## src/rtl/zbt_arbiter_if.sv

```systemverilog
// Request/response and ZBT bus bundle shared by the arbiter and its requesters.
// slave = arbiter side, master = requesters plus SRAM model side.
interface zbt_arbiter_if #(
  parameter int ADDR_W = 19,
  parameter int DATA_W = 36
) ();
  logic              vga_flag;
  logic [ADDR_W-1:0] vga_addr;
  logic [DATA_W-1:0] vga_pixel;
  logic              done_vga;

  logic              ntsc_flag;
  logic [ADDR_W-1:0] ntsc_addr;
  logic [DATA_W-1:0] ntsc_data;
  logic              done_ntsc;

  logic              proc_flag;
  logic              proc_we;
  logic [ADDR_W-1:0] proc_addr;
  logic [DATA_W-1:0] proc_wdata;
  logic [DATA_W-1:0] proc_rdata;
  logic              done_proc;

  logic [ADDR_W-1:0] mem_addr;
  logic              mem_we;
  logic [DATA_W-1:0] mem_wdata;
  logic [DATA_W-1:0] mem_rdata;

  logic [2:0]        overrun;

  modport slave (
    input  vga_flag, vga_addr, ntsc_flag, ntsc_addr, ntsc_data,
           proc_flag, proc_we, proc_addr, proc_wdata, mem_rdata,
    output vga_pixel, done_vga, done_ntsc, proc_rdata, done_proc,
           mem_addr, mem_we, mem_wdata, overrun
  );

  modport master (
    output vga_flag, vga_addr, ntsc_flag, ntsc_addr, ntsc_data,
           proc_flag, proc_we, proc_addr, proc_wdata, mem_rdata,
    input  vga_pixel, done_vga, done_ntsc, proc_rdata, done_proc,
           mem_addr, mem_we, mem_wdata, overrun
  );
endinterface

```

## src/rtl/zbt_arbiter.sv

```systemverilog
// Three-way ZBT SRAM port arbiter (vga read, ntsc write, proc read/write) with
// starvation relief for proc and a fixed-latency tag pipeline for read returns.
module zbt_arbiter #(
  parameter int ADDR_W     = 19,
  parameter int DATA_W     = 36,
  parameter int READ_LAT   = 2,
  parameter int STARVE_MAX = 8
) (
  input logic          clock,
  input logic          reset,
  zbt_arbiter_if.slave bus
);
  localparam int CNT_W = $clog2(STARVE_MAX + 1);
  localparam logic [1:0] ID_VGA  = 2'd0;
  localparam logic [1:0] ID_NTSC = 2'd1;
  localparam logic [1:0] ID_PROC = 2'd2;

  typedef struct packed {
    logic       valid;
    logic [1:0] id;
  } tag_t;

  logic [2:0]        pend_q, pend_d;
  logic [2:0]        overrun_q, overrun_d;
  logic [2:0]        grant_s;
  logic [2:0]        flags_s;
  logic [CNT_W-1:0]  starve_q, starve_d;
  logic [ADDR_W-1:0] vga_addr_q, vga_addr_d;
  logic [ADDR_W-1:0] ntsc_addr_q, ntsc_addr_d;
  logic [DATA_W-1:0] ntsc_data_q, ntsc_data_d;
  logic              proc_we_q, proc_we_d;
  logic [ADDR_W-1:0] proc_addr_q, proc_addr_d;
  logic [DATA_W-1:0] proc_wdata_q, proc_wdata_d;
  logic [ADDR_W-1:0] mem_addr_q, mem_addr_d;
  logic              mem_we_q, mem_we_d;
  logic [DATA_W-1:0] mem_wdata_q, mem_wdata_d;
  tag_t              new_tag_s;
  tag_t              out_tag_s;
  tag_t [READ_LAT:0] tag_q, tag_d;
  logic [DATA_W-1:0] vga_pixel_q, vga_pixel_d;
  logic [DATA_W-1:0] proc_rdata_q, proc_rdata_d;
  logic              done_vga_q, done_vga_d;
  logic              done_ntsc_q, done_ntsc_d;
  logic              done_proc_q, done_proc_d;

  assign flags_s = {bus.proc_flag, bus.ntsc_flag, bus.vga_flag};

  // Fixed priority vga > ntsc > proc; a starved proc jumps ahead of ntsc only.
  always_comb begin
    grant_s = 3'b000;
    if (pend_q[0]) begin
      grant_s = 3'b001;
    end else if (pend_q[2] && (starve_q >= CNT_W'(STARVE_MAX))) begin
      grant_s = 3'b100;
    end else if (pend_q[1]) begin
      grant_s = 3'b010;
    end else if (pend_q[2]) begin
      grant_s = 3'b100;
    end else begin
      grant_s = 3'b000;
    end
  end

  // A flag landing on its own grant edge is a fresh request, not an overrun.
  always_comb begin
    pend_d       = (pend_q & ~grant_s) | flags_s;
    overrun_d    = overrun_q | (flags_s & pend_q & ~grant_s);
    vga_addr_d   = bus.vga_flag  ? bus.vga_addr   : vga_addr_q;
    ntsc_addr_d  = bus.ntsc_flag ? bus.ntsc_addr  : ntsc_addr_q;
    ntsc_data_d  = bus.ntsc_flag ? bus.ntsc_data  : ntsc_data_q;
    proc_we_d    = bus.proc_flag ? bus.proc_we    : proc_we_q;
    proc_addr_d  = bus.proc_flag ? bus.proc_addr  : proc_addr_q;
    proc_wdata_d = bus.proc_flag ? bus.proc_wdata : proc_wdata_q;
    if (pend_q[2] && !grant_s[2]) begin
      starve_d = (starve_q == CNT_W'(STARVE_MAX)) ? starve_q : starve_q + CNT_W'(1);
    end else begin
      starve_d = '0;
    end
  end

  always_comb begin
    mem_addr_d      = mem_addr_q;
    mem_wdata_d     = mem_wdata_q;
    mem_we_d        = 1'b0;
    new_tag_s       = '0;
    case (grant_s)
      3'b001: begin
        mem_addr_d      = vga_addr_q;
        new_tag_s.valid = 1'b1;
        new_tag_s.id    = ID_VGA;
      end
      3'b010: begin
        mem_addr_d   = ntsc_addr_q;
        mem_wdata_d  = ntsc_data_q;
        mem_we_d     = 1'b1;
        new_tag_s.id = ID_NTSC;
      end
      3'b100: begin
        mem_addr_d      = proc_addr_q;
        mem_we_d        = proc_we_q;
        mem_wdata_d     = proc_we_q ? proc_wdata_q : mem_wdata_q;
        new_tag_s.valid = ~proc_we_q;
        new_tag_s.id    = ID_PROC;
      end
      default: begin
        mem_we_d = 1'b0;
      end
    endcase
    tag_d[0] = new_tag_s;
    for (int i = 1; i <= READ_LAT; i++) begin
      tag_d[i] = tag_q[i-1];
    end
  end

  // The oldest tag lines up with mem_rdata for the address issued READ_LAT cycles ago.
  always_comb begin
    out_tag_s    = tag_q[READ_LAT];
    done_vga_d   = out_tag_s.valid && (out_tag_s.id == ID_VGA);
    vga_pixel_d  = done_vga_d ? bus.mem_rdata : vga_pixel_q;
    done_ntsc_d  = grant_s[1];
    if (out_tag_s.valid && (out_tag_s.id == ID_PROC)) begin
      proc_rdata_d = bus.mem_rdata;
      done_proc_d  = 1'b1;
    end else begin
      proc_rdata_d = proc_rdata_q;
      done_proc_d  = grant_s[2] & proc_we_q;
    end
  end

  always_ff @(posedge clock) begin
    if (reset) begin
      pend_q       <= '0;
      overrun_q    <= '0;
      starve_q     <= '0;
      vga_addr_q   <= '0;
      ntsc_addr_q  <= '0;
      ntsc_data_q  <= '0;
      proc_we_q    <= 1'b0;
      proc_addr_q  <= '0;
      proc_wdata_q <= '0;
      mem_addr_q   <= '0;
      mem_we_q     <= 1'b0;
      mem_wdata_q  <= '0;
      tag_q        <= '0;
      vga_pixel_q  <= '0;
      proc_rdata_q <= '0;
      done_vga_q   <= 1'b0;
      done_ntsc_q  <= 1'b0;
      done_proc_q  <= 1'b0;
    end else begin
      pend_q       <= pend_d;
      overrun_q    <= overrun_d;
      starve_q     <= starve_d;
      vga_addr_q   <= vga_addr_d;
      ntsc_addr_q  <= ntsc_addr_d;
      ntsc_data_q  <= ntsc_data_d;
      proc_we_q    <= proc_we_d;
      proc_addr_q  <= proc_addr_d;
      proc_wdata_q <= proc_wdata_d;
      mem_addr_q   <= mem_addr_d;
      mem_we_q     <= mem_we_d;
      mem_wdata_q  <= mem_wdata_d;
      tag_q        <= tag_d;
      vga_pixel_q  <= vga_pixel_d;
      proc_rdata_q <= proc_rdata_d;
      done_vga_q   <= done_vga_d;
      done_ntsc_q  <= done_ntsc_d;
      done_proc_q  <= done_proc_d;
    end
  end

  assign bus.mem_addr   = mem_addr_q;
  assign bus.mem_we     = mem_we_q;
  assign bus.mem_wdata  = mem_wdata_q;
  assign bus.vga_pixel  = vga_pixel_q;
  assign bus.proc_rdata = proc_rdata_q;
  assign bus.done_vga   = done_vga_q;
  assign bus.done_ntsc  = done_ntsc_q;
  assign bus.done_proc  = done_proc_q;
  assign bus.overrun    = overrun_q;
endmodule

```

## src/flat_wrapper.sv

```systemverilog
// flat-port wrapper written by rule: the top's interface ports become plain ports
module zbt_arbiter_flat 
#(
  parameter int ADDR_W     = 19,
  parameter int DATA_W     = 36,
  parameter int READ_LAT   = 2,
  parameter int STARVE_MAX = 8
)
  (clock, reset, bus_vga_flag, bus_vga_addr, bus_ntsc_flag, bus_ntsc_addr, bus_ntsc_data, bus_proc_flag, bus_proc_we, bus_proc_addr, bus_proc_wdata, bus_mem_rdata, bus_vga_pixel, bus_done_vga, bus_done_ntsc, bus_proc_rdata, bus_done_proc, bus_mem_addr, bus_mem_we, bus_mem_wdata, bus_overrun);
  zbt_arbiter_if #(.ADDR_W(ADDR_W), .DATA_W(DATA_W)) bus_i ();
  input logic clock;
  input logic reset;
  input wire logic [$bits(bus_i.vga_flag)-1:0] bus_vga_flag;
  input wire logic [$bits(bus_i.vga_addr)-1:0] bus_vga_addr;
  input wire logic [$bits(bus_i.ntsc_flag)-1:0] bus_ntsc_flag;
  input wire logic [$bits(bus_i.ntsc_addr)-1:0] bus_ntsc_addr;
  input wire logic [$bits(bus_i.ntsc_data)-1:0] bus_ntsc_data;
  input wire logic [$bits(bus_i.proc_flag)-1:0] bus_proc_flag;
  input wire logic [$bits(bus_i.proc_we)-1:0] bus_proc_we;
  input wire logic [$bits(bus_i.proc_addr)-1:0] bus_proc_addr;
  input wire logic [$bits(bus_i.proc_wdata)-1:0] bus_proc_wdata;
  input wire logic [$bits(bus_i.mem_rdata)-1:0] bus_mem_rdata;
  output wire logic [$bits(bus_i.vga_pixel)-1:0] bus_vga_pixel;
  output wire logic [$bits(bus_i.done_vga)-1:0] bus_done_vga;
  output wire logic [$bits(bus_i.done_ntsc)-1:0] bus_done_ntsc;
  output wire logic [$bits(bus_i.proc_rdata)-1:0] bus_proc_rdata;
  output wire logic [$bits(bus_i.done_proc)-1:0] bus_done_proc;
  output wire logic [$bits(bus_i.mem_addr)-1:0] bus_mem_addr;
  output wire logic [$bits(bus_i.mem_we)-1:0] bus_mem_we;
  output wire logic [$bits(bus_i.mem_wdata)-1:0] bus_mem_wdata;
  output wire logic [$bits(bus_i.overrun)-1:0] bus_overrun;
  assign bus_i.vga_flag = bus_vga_flag;
  assign bus_i.vga_addr = bus_vga_addr;
  assign bus_i.ntsc_flag = bus_ntsc_flag;
  assign bus_i.ntsc_addr = bus_ntsc_addr;
  assign bus_i.ntsc_data = bus_ntsc_data;
  assign bus_i.proc_flag = bus_proc_flag;
  assign bus_i.proc_we = bus_proc_we;
  assign bus_i.proc_addr = bus_proc_addr;
  assign bus_i.proc_wdata = bus_proc_wdata;
  assign bus_i.mem_rdata = bus_mem_rdata;
  assign bus_vga_pixel = bus_i.vga_pixel;
  assign bus_done_vga = bus_i.done_vga;
  assign bus_done_ntsc = bus_i.done_ntsc;
  assign bus_proc_rdata = bus_i.proc_rdata;
  assign bus_done_proc = bus_i.done_proc;
  assign bus_mem_addr = bus_i.mem_addr;
  assign bus_mem_we = bus_i.mem_we;
  assign bus_mem_wdata = bus_i.mem_wdata;
  assign bus_overrun = bus_i.overrun;
  zbt_arbiter #(.ADDR_W(ADDR_W), .DATA_W(DATA_W), .READ_LAT(READ_LAT), .STARVE_MAX(STARVE_MAX)) u_core (.clock(clock), .reset(reset), .bus(bus_i));
endmodule
```

## config.mk

```make
export PLATFORM = sky130hd
export DESIGN_NAME = zbt_arbiter_flat
export DESIGN_NICKNAME = d
export VERILOG_FILES = /design/src/rtl/zbt_arbiter_if.sv /design/src/rtl/zbt_arbiter.sv /design/src/flat_wrapper.sv
export SDC_FILE = /design/constraint.sdc
export NUM_CORES = 1
export LEC_CHECK = 0
export BUFFER_PORTS_ARGS = -buffer_cell sky130_fd_sc_hd__buf_2
export CORE_ASPECT_RATIO = 0.6
export CORE_MARGIN = 2
export CORE_UTILIZATION = 50
export CTS_BUF_LIST = sky130_fd_sc_hd__clkbuf_8
export DETAILED_ROUTE_END_ITERATION = 7
export GPL_ROUTABILITY_DRIVEN = 0
export PLACE_DENSITY_LB_ADDON = 0.2
export SLEW_MARGIN = 20
export SYNTH_ARGS = -nofsm -noshare
export SYNTH_HDL_FRONTEND = slang
export SYNTH_SLANG_ARGS = --single-unit
```

## constraint.sdc

```tcl
create_clock -name clock -period 2.07 [get_ports clock]
set_clock_uncertainty 0.15 [all_clocks]
set_input_delay 0.207 -clock clock [delete_from_list [all_inputs] [get_ports clock]]
set_output_delay 0.207 -clock clock [all_outputs]
set_load 0.005 [all_outputs]
```

# After elaboration in Yosys (flattened, before gate mapping)
# Index checks and enable logic that the tools add are counted.
dict set report totals {
  reg_bits 280
}
dict set report classes {
  add_sub_neg 1
  n_lt_le_gt_ge 1
  eq_ne 6
  n_mux 11
  bitwise_logic 9
  reduce_logical 10
}
# op n
set op_table {}
lappend op_table {{one-hot mux 36 bit (2 select lines)} 1}
lappend op_table {{one-hot mux 19 bit (3 select lines)} 1}
lappend op_table {{2-to-1 mux 36 bit} 1}
lappend op_table {{2-to-1 mux 3 bit} 4}
lappend op_table {{bitwise AND 3 bit} 3}
lappend op_table {{OR 3 bit} 2}
lappend op_table {{adder 4 x 1 -> 4 bit (second input constant)} 1}
lappend op_table {{equality test 4 bit (second input constant)} 1}
lappend op_table {{>= comparator 4 bit (second input constant)} 1}
lappend op_table {{logical AND 1 bit} 4}
lappend op_table {{one-hot mux 1 bit (2 select lines)} 2}
lappend op_table {{one-hot mux 2 bit (2 select lines)} 1}
lappend op_table {{equality test 3 x 1 -> 1 bit (second input constant)} 1}
lappend op_table {{equality test 3 x 2 -> 1 bit (second input constant)} 1}
lappend op_table {{equality test 3 bit (second input constant)} 1}
lappend op_table {{inverter 3 bit} 1}
lappend op_table {{nonzero test 3 bit} 1}
lappend op_table {{equality test 2 bit (second input constant)} 1}
lappend op_table {{logical NOT 2 bit} 1}
lappend op_table {{!= test 2 x 1 -> 1 bit (second input constant)} 1}
lappend op_table {{inverter 1 bit} 2}
lappend op_table {{AND reduction 2 bit} 1}
lappend op_table {{nonzero test 2 bit} 1}
lappend op_table {{OR reduction 2 bit} 1}
lappend op_table {{3 further kinds} 3}

# Longest topological paths before layout
# Gate-level depths: netlist of the first run.
dict set report logic_depth {
  word_depth 8
  ltp_mapped 7
  depth_no_buf 5
}

# Worst setup path before layout of the first run
# No wires, ideal clock.
dict set report synth_timing {
  kind {register to register}
  start {register u_core.pend_q[2]}
  end {register u_core.mem_wdata_q[10] (netlist: u_core.bus.mem_wdata[10])}
  setup_time_ns 0.089
  t_arrival_ns 1.316
  setup_slack_ns 0.515
  stages_incl_launch_ff 8
  path_buffers 4
  synth_period_minus_slack_ns 1.555
  cell_sequence {dfxtp_1 -> buf_4 -> and3b_1 -> buf_6 -> a21o_1 -> buf_6 -> buf_6 -> a311oi_2}
}
dict set report synth_between {
  elab_chain_cells 7
  elab_cells_between_ends 11
  classes_between {eq/ne: 3; mux: 5; reduce/logical: 3}
}
# item line
set synth_rtl {}
lappend synth_rtl {{start, declared} zbt_arbiter.sv:23} ;# logic [2:0] pend_q, pend_d;
lappend synth_rtl {{start signal, assigned} zbt_arbiter.sv:151} ;# pend_q <= pend_d;
lappend synth_rtl {{2-to-1 mux 3 bit} zbt_arbiter.sv:57} ;# end else if (pend_q[2]) begin
lappend synth_rtl {{2-to-1 mux 3 bit} zbt_arbiter.sv:55} ;# end else if (pend_q[1]) begin
lappend synth_rtl {{2-to-1 mux 3 bit (*)} zbt_arbiter.sv:53} ;# end else if (pend_q[2] && (starve_q >= CNT_W'(STARVE_MAX))) begin
lappend synth_rtl {{2-to-1 mux 3 bit (*)} zbt_arbiter.sv:51} ;# if (pend_q[0]) begin
lappend synth_rtl {{equality test 3 bit or equality test 3 x 2 -> 1 bit (tied branches)} zbt_arbiter.sv:86} ;# case (grant_s)
lappend synth_rtl {{!= test 2 x 1 -> 1 bit (no source line) or nonzero test 2 bit (tied branches)} -}
lappend synth_rtl {{AND reduction 2 bit (no source line)} -}
lappend synth_rtl {{end signal, assigned} zbt_arbiter.sv:162} ;# mem_wdata_q <= mem_wdata_d;
lappend synth_rtl {{end, declared} zbt_arbiter.sv:36} ;# logic [DATA_W-1:0] mem_wdata_q, mem_wdata_d;
# Every way passes the cells marked *; elsewhere a longest branch is shown, timed or not.
# A chain may end at the register's enable or synchronous reset.

==> impl_metrics.json, run 1 <==
{
  "route.antenna.remaining_nets": 0,
  "met3_usage": 0.0756,
  "path_buf_inv": 4,
  "post-route-util": 0.737,
  "cts_made_buffers": 41,
  "finalCritPeriodShare": 0.955,
  "route.vias.total": 10600,
  "seqPwrFrac": 0.495,
  "maxCapViolCount": 0,
  "cts_root_buf": "clkbuf_8",
  "vias_per_cell": 5.44,
  "grt_usage": 0.306,
  "yosysTopAreaCell": "dfxtp_1",
  "p_leak_uw": 0.00688,
  "syn_inst": 1163,
  "placed_cells": 1675,
  "rsz0062_at_grt": "no",
  "reg2reg_to": "u_core.ntsc_addr_q[7]$_SDFFE_PP0P_",
  "holdPathEnd": "u_core.pend_q[2]$_SDFF_PP0_",
  "slowest_delay_ns": 0.58,
  "status": "complete, no violations",
  "rr_worst_depth": 4,
  "min_period_ns": 1.98,
  "cp_cell_sequence": "dlygate4sd3_1, buf_2, mux2i_1, dlygate4sd3_1, nor2_1, dlygate4sd3_1",
  "drt_first_pass_iters": 5,
  "report.final.slew_viol_count": 0,
  "syn-cell-area_um2": 11000,
  "drt_iter0_markers": 739,
  "seq_area_um2": 5610,
  "clock_path_buffers": 3,
  "power_frac_comb": 0.150,
  "finalWorstSetupSlack_ns": 0.0928,
  "vdd_ir_drop_max_mv": 0.567,
  "critical_path.max_fanout": 1,
  "dieWidth_um": 195,
  "min-delay-start": "bus_proc_flag",
  "power_frac_clock": 0.355,
  "grtUsageMet1": 0.403,
  "netlist.area_leader.share": 0.511,
  "yosysWarnings": 0,
  "power_density_nw_per_um2": 755,
  "path_common_cell": "dlygate4sd3_1",
  "ys_ff_latch": 280,
  "die_height_um": 119,
  "dieArea_um2": 23200,
  "synth-edff-count": 0,
  "final_nets": 1819,
  "regToRegSetupSlack_ns": 0.10,
  "clock-sinks": 280,
  "port_buffers": 304,
  "postLayoutCellArea_um2": 15600,
  "async_flop_share": 0,
  "avgSynthCellArea_um2": 9.43,
  "remaining_drc_errors": 0,
  "ios": 305,
  "synthToLayoutAreaGrowth_pct": 42.6,
  "fp.coreArea_um2": 21200,
  "pre_cts_ws_ns": 0.229,
  "reg2reg_from": "u_core.ntsc_addr_q[7]$_SDFFE_PP0P_",
  "top_usage_layer": "met2",
  "fill_cells": 1536,
  "drive_gt1_frac": 0.260,
  "fin_setup_tns_ns": 0,
  "synth_area_leaders": "dfxtp_1 (51%), mux2i_1 (12%), nand2_1 (5.6%), a211oi_1 (5.1%), nor2_1 (4.6%)",
  "drt_wl_total_um": 36600,
  "num_rows": 41,
  "synth-main-ff-cell": "dfxtp_1",
  "yosysUniqueCellTypes": 37,
  "grt_max_degree": 59,
  "tightest_slew_ns": 0.774,
  "hold_depth": 4,
  "h-tree-depth": 2,
  "clk_latency_ns": 0.55,
  "switching_share": 0.267,
  "p_int_uw": 8660,
  "start_kind": "input port",
  "relSlewSlack": 0.484,
  "hold_path_class": "input port to flip-flop",
  "crit_arrival_ns": 2.25,
  "critPathTopFamily": "buffers and inverters",
  "antenna_found_initial": 6,
  "fin_cells": 1956,
  "cpMaxStageDelayCell": "dlygate4sd3_1",
  "mostFrequentLayoutCells": "buf_2 (301), dfxtp_1 (280), dlygate4sd3_1 (207), nand2_1 (164), nor2_1 (134)",
  "cts_tree": "built",
  "finalSetupViolations": 0,
  "seq_area_frac_synth": 0.511,
  "final_common_cell": "buf_2",
  "multi_input_area_um2": 4860,
  "cp.required_ns": 2.34,
  "fmax_ghz": 0.506,
  "grt_pass1_vias": 10700,
  "wl_per_cell_um": 18.7,
  "start_util": 0.516,
  "endpoint_kind": "flip-flop",
  "clk_pin_slew_ns": 0.07,
  "grt-ovfl-total": 0,
  "crit_type": "input port to flip-flop",
  "grt_util_met2": 0.485,
  "finalHoldViolations": 0,
  "power_switching_uw": 3160,
  "hpwl_um": 21300,
  "syn_nets": 1336,
  "place_area_um2": 12800,
  "grt_pass1_wl_um": 56800
}
worst max-delay path by stage:
stage | start | end | slack, ns | cells past startpoint
detailed placement | u_core.pend_q[0]$_SDFF_PP0_ | u_core.bus.mem_wdata[26]$_SDFFE_PP0P_ | 0.23 | 4
global placement | u_core.pend_q[0]$_SDFF_PP0_ | u_core.bus.mem_wdata[21]$_SDFFE_PP0P_ | 0.29 | 4
finish | bus_ntsc_addr[7] | u_core.ntsc_addr_q[7]$_SDFFE_PP0P_ | 0.09 | 6
floorplan | u_core.pend_q[2]$_SDFF_PP0_ | u_core.bus.mem_wdata[10]$_SDFFE_PP0P_ | 0.52 | 7
global route | u_core.ntsc_addr_q[7]$_SDFFE_PP0P_ | u_core.ntsc_addr_q[7]$_SDFFE_PP0P_ | 0.02 | 4
CTS | u_core.pend_q[0]$_SDFF_PP0_ | u_core.bus.mem_wdata[22]$_SDFFE_PP0P_ | 0.20 | 4
power by group through the flow:
stage | Clock [uW] | Combinational [uW] | Sequential, uW
floorplan | 0 | 827 | 5920
global placement | 0 | 1360 | 5950
detailed placement | 0 | 1390 | 5960
CTS | 4220 | 1710 | 5840
global route | 4500 | 1890 | 5870
finish | 4190 | 1770 | 5850
metal layers:
metal / part of all wire / routed length, um
met3: 0.080 / 2920
met1: 0.44 / 16000
met4: 0.029 / 1070
met2: 0.45 / 16600
met5: 0 / 0
tightest hold or removal path: stages:
cell and delay (ns):
buf_4 0.12, buf_12 0.21, inv_1 0.09, o21ai_0 0.09
cells in the mapped netlist (all sizes together) (2+ instances only):
library cell / count
inv: 7
nor2: 134
ha: 2
o21ai: 38
o21bai: 20
dfxtp: 280
nand2: 164
a311oi: 36
mux2i: 131
nor2b: 11
a211oi: 74
nand3: 38
o31ai: 20
a21oi: 77
nor3: 3
or3: 2
nand3b: 3
and3b: 2
nand2b: 4
buf: 50
clkbuf: 58
registers in the layout (all words and copies together) (netlist names), 3 cells and up:
name	flops
u_core.starve_q	4
u_core.proc_wdata_q	36
u_core.ntsc_addr_q	19
u_core.bus.overrun	3
u_core.pend_q	3
u_core.bus.mem_wdata	36
u_core.vga_addr_q	19
u_core.ntsc_data_q	36
u_core.bus.vga_pixel	36
u_core.tag_d	6
u_core.bus.mem_addr	19
u_core.proc_addr_q	19
u_core.bus.proc_rdata	36
u_core.out_tag_s	3
through the flow:
step / hold slack, ns / total power [uW]
2_1_floorplan: 0.193 / 6740
6_report: 0.123 / 11800
3_5_place_dp: 0.281 / 7340
5_1_grt: 0.133 / 12300
3_3_place_gp: 0.275 / 7310
4_1_cts: 0.0844 / 11800
what timing repair did:
item                                    4_1_cts  5_1_grt
setup buffers                                 0        0
resized for setup                             0        0
hold endpoints to repair                    203        0
hold buffers                                207        0
endpoints found under the setup margin        0        0
kinds of logic after synthesis:
family	after synthesis	synth area share
xor gates and xnor gates	2	0.00160
buffers and inverters	115	0.0486
DFF	280	0.511
adders and majority gates	2	0.00228
muxes	131	0.120
and+or+nand+nor	363	0.136
AOI/OAI and AO/OA	270	0.181
layout make-up:
type | count | share of cell area
well taps | 279 | 0.0223
clock inverters | 20 | 0.00520
diodes | 6 | 0.000960
repair buffers | 548 | 0.259
clock buffers | 48 | 0.0422
multi-input cells | 768 | 0.310
inverters | 7 | 0.00168
flip-flops and latches | 280 | 0.358
Note: power is estimated with default switching activity, not from simulation.
==> inputs of run 2 (changes only) <==
- HOLD_SLACK_MARGIN: not set -> 0.15
==> impl_metrics.json, run 2 (synthesis gave the netlist of run 1 again) <==
{
  "clk_latency_ns": 0.55,
  "dieArea_um2": 23200,
  "pre_cts_ws_ns": 0.229,
  "fmax_ghz": 0.495,
  "route.antenna.remaining_nets": 0,
  "port_buffers": 304,
  "finalCritPeriodShare": 0.976,
  "rr_worst_depth": 4,
  "die_height_um": 119,
  "cp.required_ns": 2.34,
  "route.vias.total": 11500,
  "p_leak_uw": 0.00743,
  "grt_max_degree": 59,
  "mostFrequentLayoutCells": "dlygate4sd3_1 (327), buf_2 (301), dfxtp_1 (280), nand2_1 (164), nor2_1 (134)",
  "antenna_found_initial": 2,
  "tightest_slew_ns": 0.697,
  "drt_wl_total_um": 40000,
  "drive_gt1_frac": 0.242,
  "cts_setup_buffers": 0,
  "start_kind": "input port",
  "clock-sinks": 280,
  "critical_path.max_fanout": 1,
  "slowest_delay_ns": 0.59,
  "status": "complete, no violations",
  "dieWidth_um": 195,
  "ios": 305,
  "cp_cell_sequence": "dlygate4sd3_1, buf_2, mux2i_1, dlygate4sd3_1, nor2_1, dlygate4sd3_1",
  "cpMaxStageDelayCell": "dlygate4sd3_1",
  "report.final.slew_viol_count": 0,
  "fill_cells": 1350,
  "fp.coreArea_um2": 21200,
  "clk_pin_slew_ns": 0.06,
  "num_rows": 41,
  "finalWorstSetupSlack_ns": 0.0493,
  "hold_path_class": "input port to flip-flop",
  "finalHoldViolations": 0,
  "clock_path_buffers": 3,
  "post-route-util": 0.793,
  "cts_tree": "built",
  "wl_per_cell_um": 19.3,
  "grt-ovfl-total": 0,
  "drt_first_pass_iters": 5,
  "rsz0062_at_grt": "no",
  "power_density_nw_per_um2": 721,
  "cts_root_buf": "clkbuf_8",
  "hold_depth": 4,
  "start_util": 0.516,
  "crit_type": "input port to flip-flop",
  "p_total_uw": 12100,
  "path_buf_inv": 4,
  "final_nets": 1939,
  "grt_pass1_vias": 11600,
  "grt_pass1_wl_um": 62400,
  "drt_iter0_markers": 709,
  "vias_per_cell": 5.53,
  "synthToLayoutAreaGrowth_pct": 53.5,
  "min_period_ns": 2.02,
  "final_common_cell": "dlygate4sd3_1",
  "h-tree-depth": 2,
  "remaining_drc_errors": 0,
  "maxCapViolCount": 0,
  "fin_setup_tns_ns": 0,
  "finalSetupViolations": 0,
  "critPathTopFamily": "buffers and inverters",
  "path_common_cell": "dlygate4sd3_1",
  "crit_arrival_ns": 2.29,
  "vdd_ir_drop_max_mv": 0.519,
  "grt_usage": 0.337,
  "hpwl_um": 21300,
  "cts_made_buffers": 41,
  "endpoint_kind": "flip-flop",
  "relSlewSlack": 0.536,
  "cp.depth": 6
}
-- run 2: report_power, final --
group | leakage, uW | internal, uW | total (uW) | switching (uW)
combinational | 0.00469 | 1090 | 2030 | 945
sequential | 0.00230 | 5670 | 5860 | 191
clock | 0.000445 | 2100 | 4240 | 2150
-- run 2: final timing paths --
| path | start | to | slack, ns |
|---|---|---|---|
| worst max register to register | u_core.vga_addr_q[13]$_SDFFE_PP0P_ | u_core.vga_addr_q[13]$_SDFFE_PP0P_ | 0.05 |
| worst min-delay path | bus_proc_flag | u_core.proc_wdata_q[23]$_SDFFE_PP0P_ | 0.18 |
| worst max-delay path | bus_proc_wdata[11] | u_core.proc_wdata_q[11]$_SDFFE_PP0P_ | 0.05 |
| worst min register to register | u_core.tag_d[8]$_SDFF_PP0_ | u_core.out_tag_s[2]$_SDFF_PP0_ | 0.30 |
-- run 2: metal layers --
| layer | vias to the layer above | global-route usage | share of wire |
|---|---|---|---|
| li1 | 5281 | - | - |
| met1 | 5489 | 0.417 | 0.41 |
| met2 | 561 | 0.564 | 0.47 |
| met3 | 133 | 0.0856 | 0.082 |
| met4 | 0 | 0.135 | 0.037 |
| met5 | - | 0 | 0 |
-- run 2: area by class of cell --
cell class / count / area (um^2) / share of cell area
Sequential cell: 280 / 5610 / 0.333
Timing Repair Buffer: 668 / 5250 / 0.312
Multi-Input combinational cell: 768 / 4860 / 0.288
Clock buffer: 48 / 661 / 0.0392
Tap cell: 279 / 349 / 0.0207
Clock inverter: 20 / 81.3 / 0.00483
Inverter: 7 / 26.3 / 0.00156
Antenna cell: 2 / 5.00 / 0.000297
-- run 2: worst min-delay path: stages --
cell,delay [ns]
buf_4,0.12
buf_12,0.22
mux2i_1,0.17
nor2_1,0.08
-- run 2: stage by stage --
stage | cells | hold WS [ns] | instance area (um^2)
6_report | 2072 | 0.178 | 16800
5_1_grt | 2072 | 0.174 | 16800
4_1_cts | 2070 | 0.152 | 16800
3_5_place_dp | 1675 | 0.281 | 12800
3_3_place_gp | 1675 | 0.275 | 12800
2_1_floorplan | 1163 | 0.193 | 11000
-- run 2: timing repair --
action / in CTS / in global routing
hold buffers: 327 / 0
hold endpoints to repair: 232 / 0
endpoints found under the setup margin: 0 / 1
resized for setup: 0 / 1
==> inputs of run 3 (changes only) <==
- PLACE_DENSITY_LB_ADDON: 0.2 -> 0.1
==> impl_metrics.json, run 3 (synthesis gave the netlist of run 1 again) <==
{
  "finalCritPeriodShare": 0.983,
  "placed_cells": 1676,
  "finalHoldViolations": 0,
  "p_leak_uw": 0.00707,
  "vias_per_cell": 5.40,
  "ios": 305,
  "cp.required_ns": 2.35,
  "h-tree-depth": 2,
  "cts_hold_buf": 248,
  "dieArea_um2": 23200,
  "die_height_um": 119,
  "synthToLayoutAreaGrowth_pct": 47.6,
  "mostFrequentLayoutCells": "buf_2 (301), dfxtp_1 (280), dlygate4sd3_1 (248), nand2_1 (164), nor2_1 (134)",
  "hpwl_um": 21100,
  "cpMaxStageDelayCell": "dlygate4sd3_1",
  "grt_max_degree": 81,
  "final_common_cell": "buf_2",
  "route.antenna.remaining_nets": 0,
  "path_common_cell": "dlygate4sd3_1",
  "cts_resized": 0,
  "finalWorstSetupSlack_ns": 0.0345,
  "min_period_ns": 2.04,
  "cp_cell_sequence": "buf_2, mux2i_1, dlygate4sd3_1, nor2_1, dlygate4sd3_1",
  "fin_cells": 1997,
  "port_buffers": 304,
  "finalSetupViolations": 0,
  "drt_iter0_markers": 657,
  "report.final.slew_viol_count": 0,
  "antenna_cells": 0,
  "final_nets": 1861,
  "remaining_drc_errors": 0,
  "route.vias.total": 10800,
  "pre_cts_ws_ns": 0.271,
  "cts_made_buffers": 41,
  "crit_arrival_ns": 2.32,
  "clk_pin_slew_ns": 0.07,
  "fmax_ghz": 0.491,
  "clk_latency_ns": 0.54,
  "critPathTopFamily": "buffers and inverters",
  "endpoint_kind": "flip-flop",
  "start_util": 0.516,
  "relSlewSlack": 0.504,
  "vdd_ir_drop_max_mv": 0.577,
  "drt_first_pass_iters": 5,
  "cts_setup_buffers": 0,
  "antenna_found_initial": 0,
  "fin_setup_tns_ns": 0,
  "grt_pass1_wl_um": 56800,
  "clock-sinks": 280,
  "hold_path_class": "input port to flip-flop",
  "drt_wl_total_um": 36300,
  "num_rows": 41,
  "path_buf_inv": 3,
  "crit_type": "input port to flip-flop",
  "dieWidth_um": 195,
  "grt_pass1_vias": 10700,
  "wl_per_cell_um": 18.2,
  "clock_path_buffers": 3,
  "status": "complete, no violations",
  "slowest_delay_ns": 0.61,
  "drive_gt1_frac": 0.257,
  "rsz0062_at_grt": "no",
  "p_total_uw": 12400,
  "tightest_slew_ns": 0.743,
  "grt-ovfl-total": 0,
  "start_kind": "input port",
  "critical_path.max_fanout": 20,
  "cts_root_buf": "clkbuf_8",
  "grt_usage": 0.305,
  "maxCapViolCount": 0,
  "fp.coreArea_um2": 21200,
  "power_density_nw_per_um2": 767,
  "cts_tree": "built"
}
[run 3: cell count changes in the layout (fill, tap and decap cells not counted), moves of 2 or more]
cell	delta
dlygate4sd3_1	-79
bufinv_16	+2
inv_1	-2
clkbuf_8	+7
diode_2	-2
clkinv_2	-2
[run 3: path summary, 6_finish.rpt]
| check | to | depth (start not counted) | from | slack [ns] |
|---|---|---|---|---|
| worst min register to register | u_core.tag_d[6]$_SDFF_PP0_ | 1 | u_core.tag_d[3]$_SDFF_PP0_ | 0.29 |
| worst max register to register | u_core.vga_addr_q[4]$_SDFFE_PP0P_ | 4 | u_core.vga_addr_q[4]$_SDFFE_PP0P_ | 0.08 |
| worst min-delay path | u_core.vga_addr_q[5]$_SDFFE_PP0P_ | 3 | bus_vga_flag | 0.19 |
| worst max-delay path | u_core.vga_addr_q[4]$_SDFFE_PP0P_ | 5 | bus_vga_flag | 0.03 |
[run 3: area by class of cell]
type / instances / area (um^2)
clock buffer: 54 / 743
clock inverter: 19 / 131
fill: 1483 / 5050
inverter: 7 / 26.3
multi-input combinational: 768 / 4860
sequential: 280 / 5610
tap: 279 / 349
timing repair buffer: 590 / 4480
[run 3: worst min-delay path, cell delays in order]
cell and delay [ns]:
buf_2 0.34, mux2i_1 0.20, nor2_1 0.07
[run 3: metrics by stage]
step / cell area, um^2 / util / hold slack [ns]
after global routing: 16200 / 0.762 / 0.190
final: 16200 / 0.762 / 0.187
after global placement: 12800 / 0.604 / 0.266
after floorplan: 11000 / - / 0.193
after detailed placement: 12800 / 0.604 / 0.278
after CTS: 16200 / 0.762 / 0.151
[run 3: report_power, final]
| part | switching [uW] | total (uW) | internal (uW) | leakage [uW] |
|---|---|---|---|---|
| Sequential | 185 | 5860 | 5670 | 0.00230 |
| Clock | 2120 | 4700 | 2580 | 0.000498 |
| Combinational | 878 | 1850 | 974 | 0.00427 |
| Total | 3190 | 12400 | 9230 | 0.00706 |
[run 3: routing by layer]
layer  wire, um  track usage
met1      15800        0.391
met2      16700        0.496
met3       2620       0.0753
met4       1180        0.118
met5          0            0
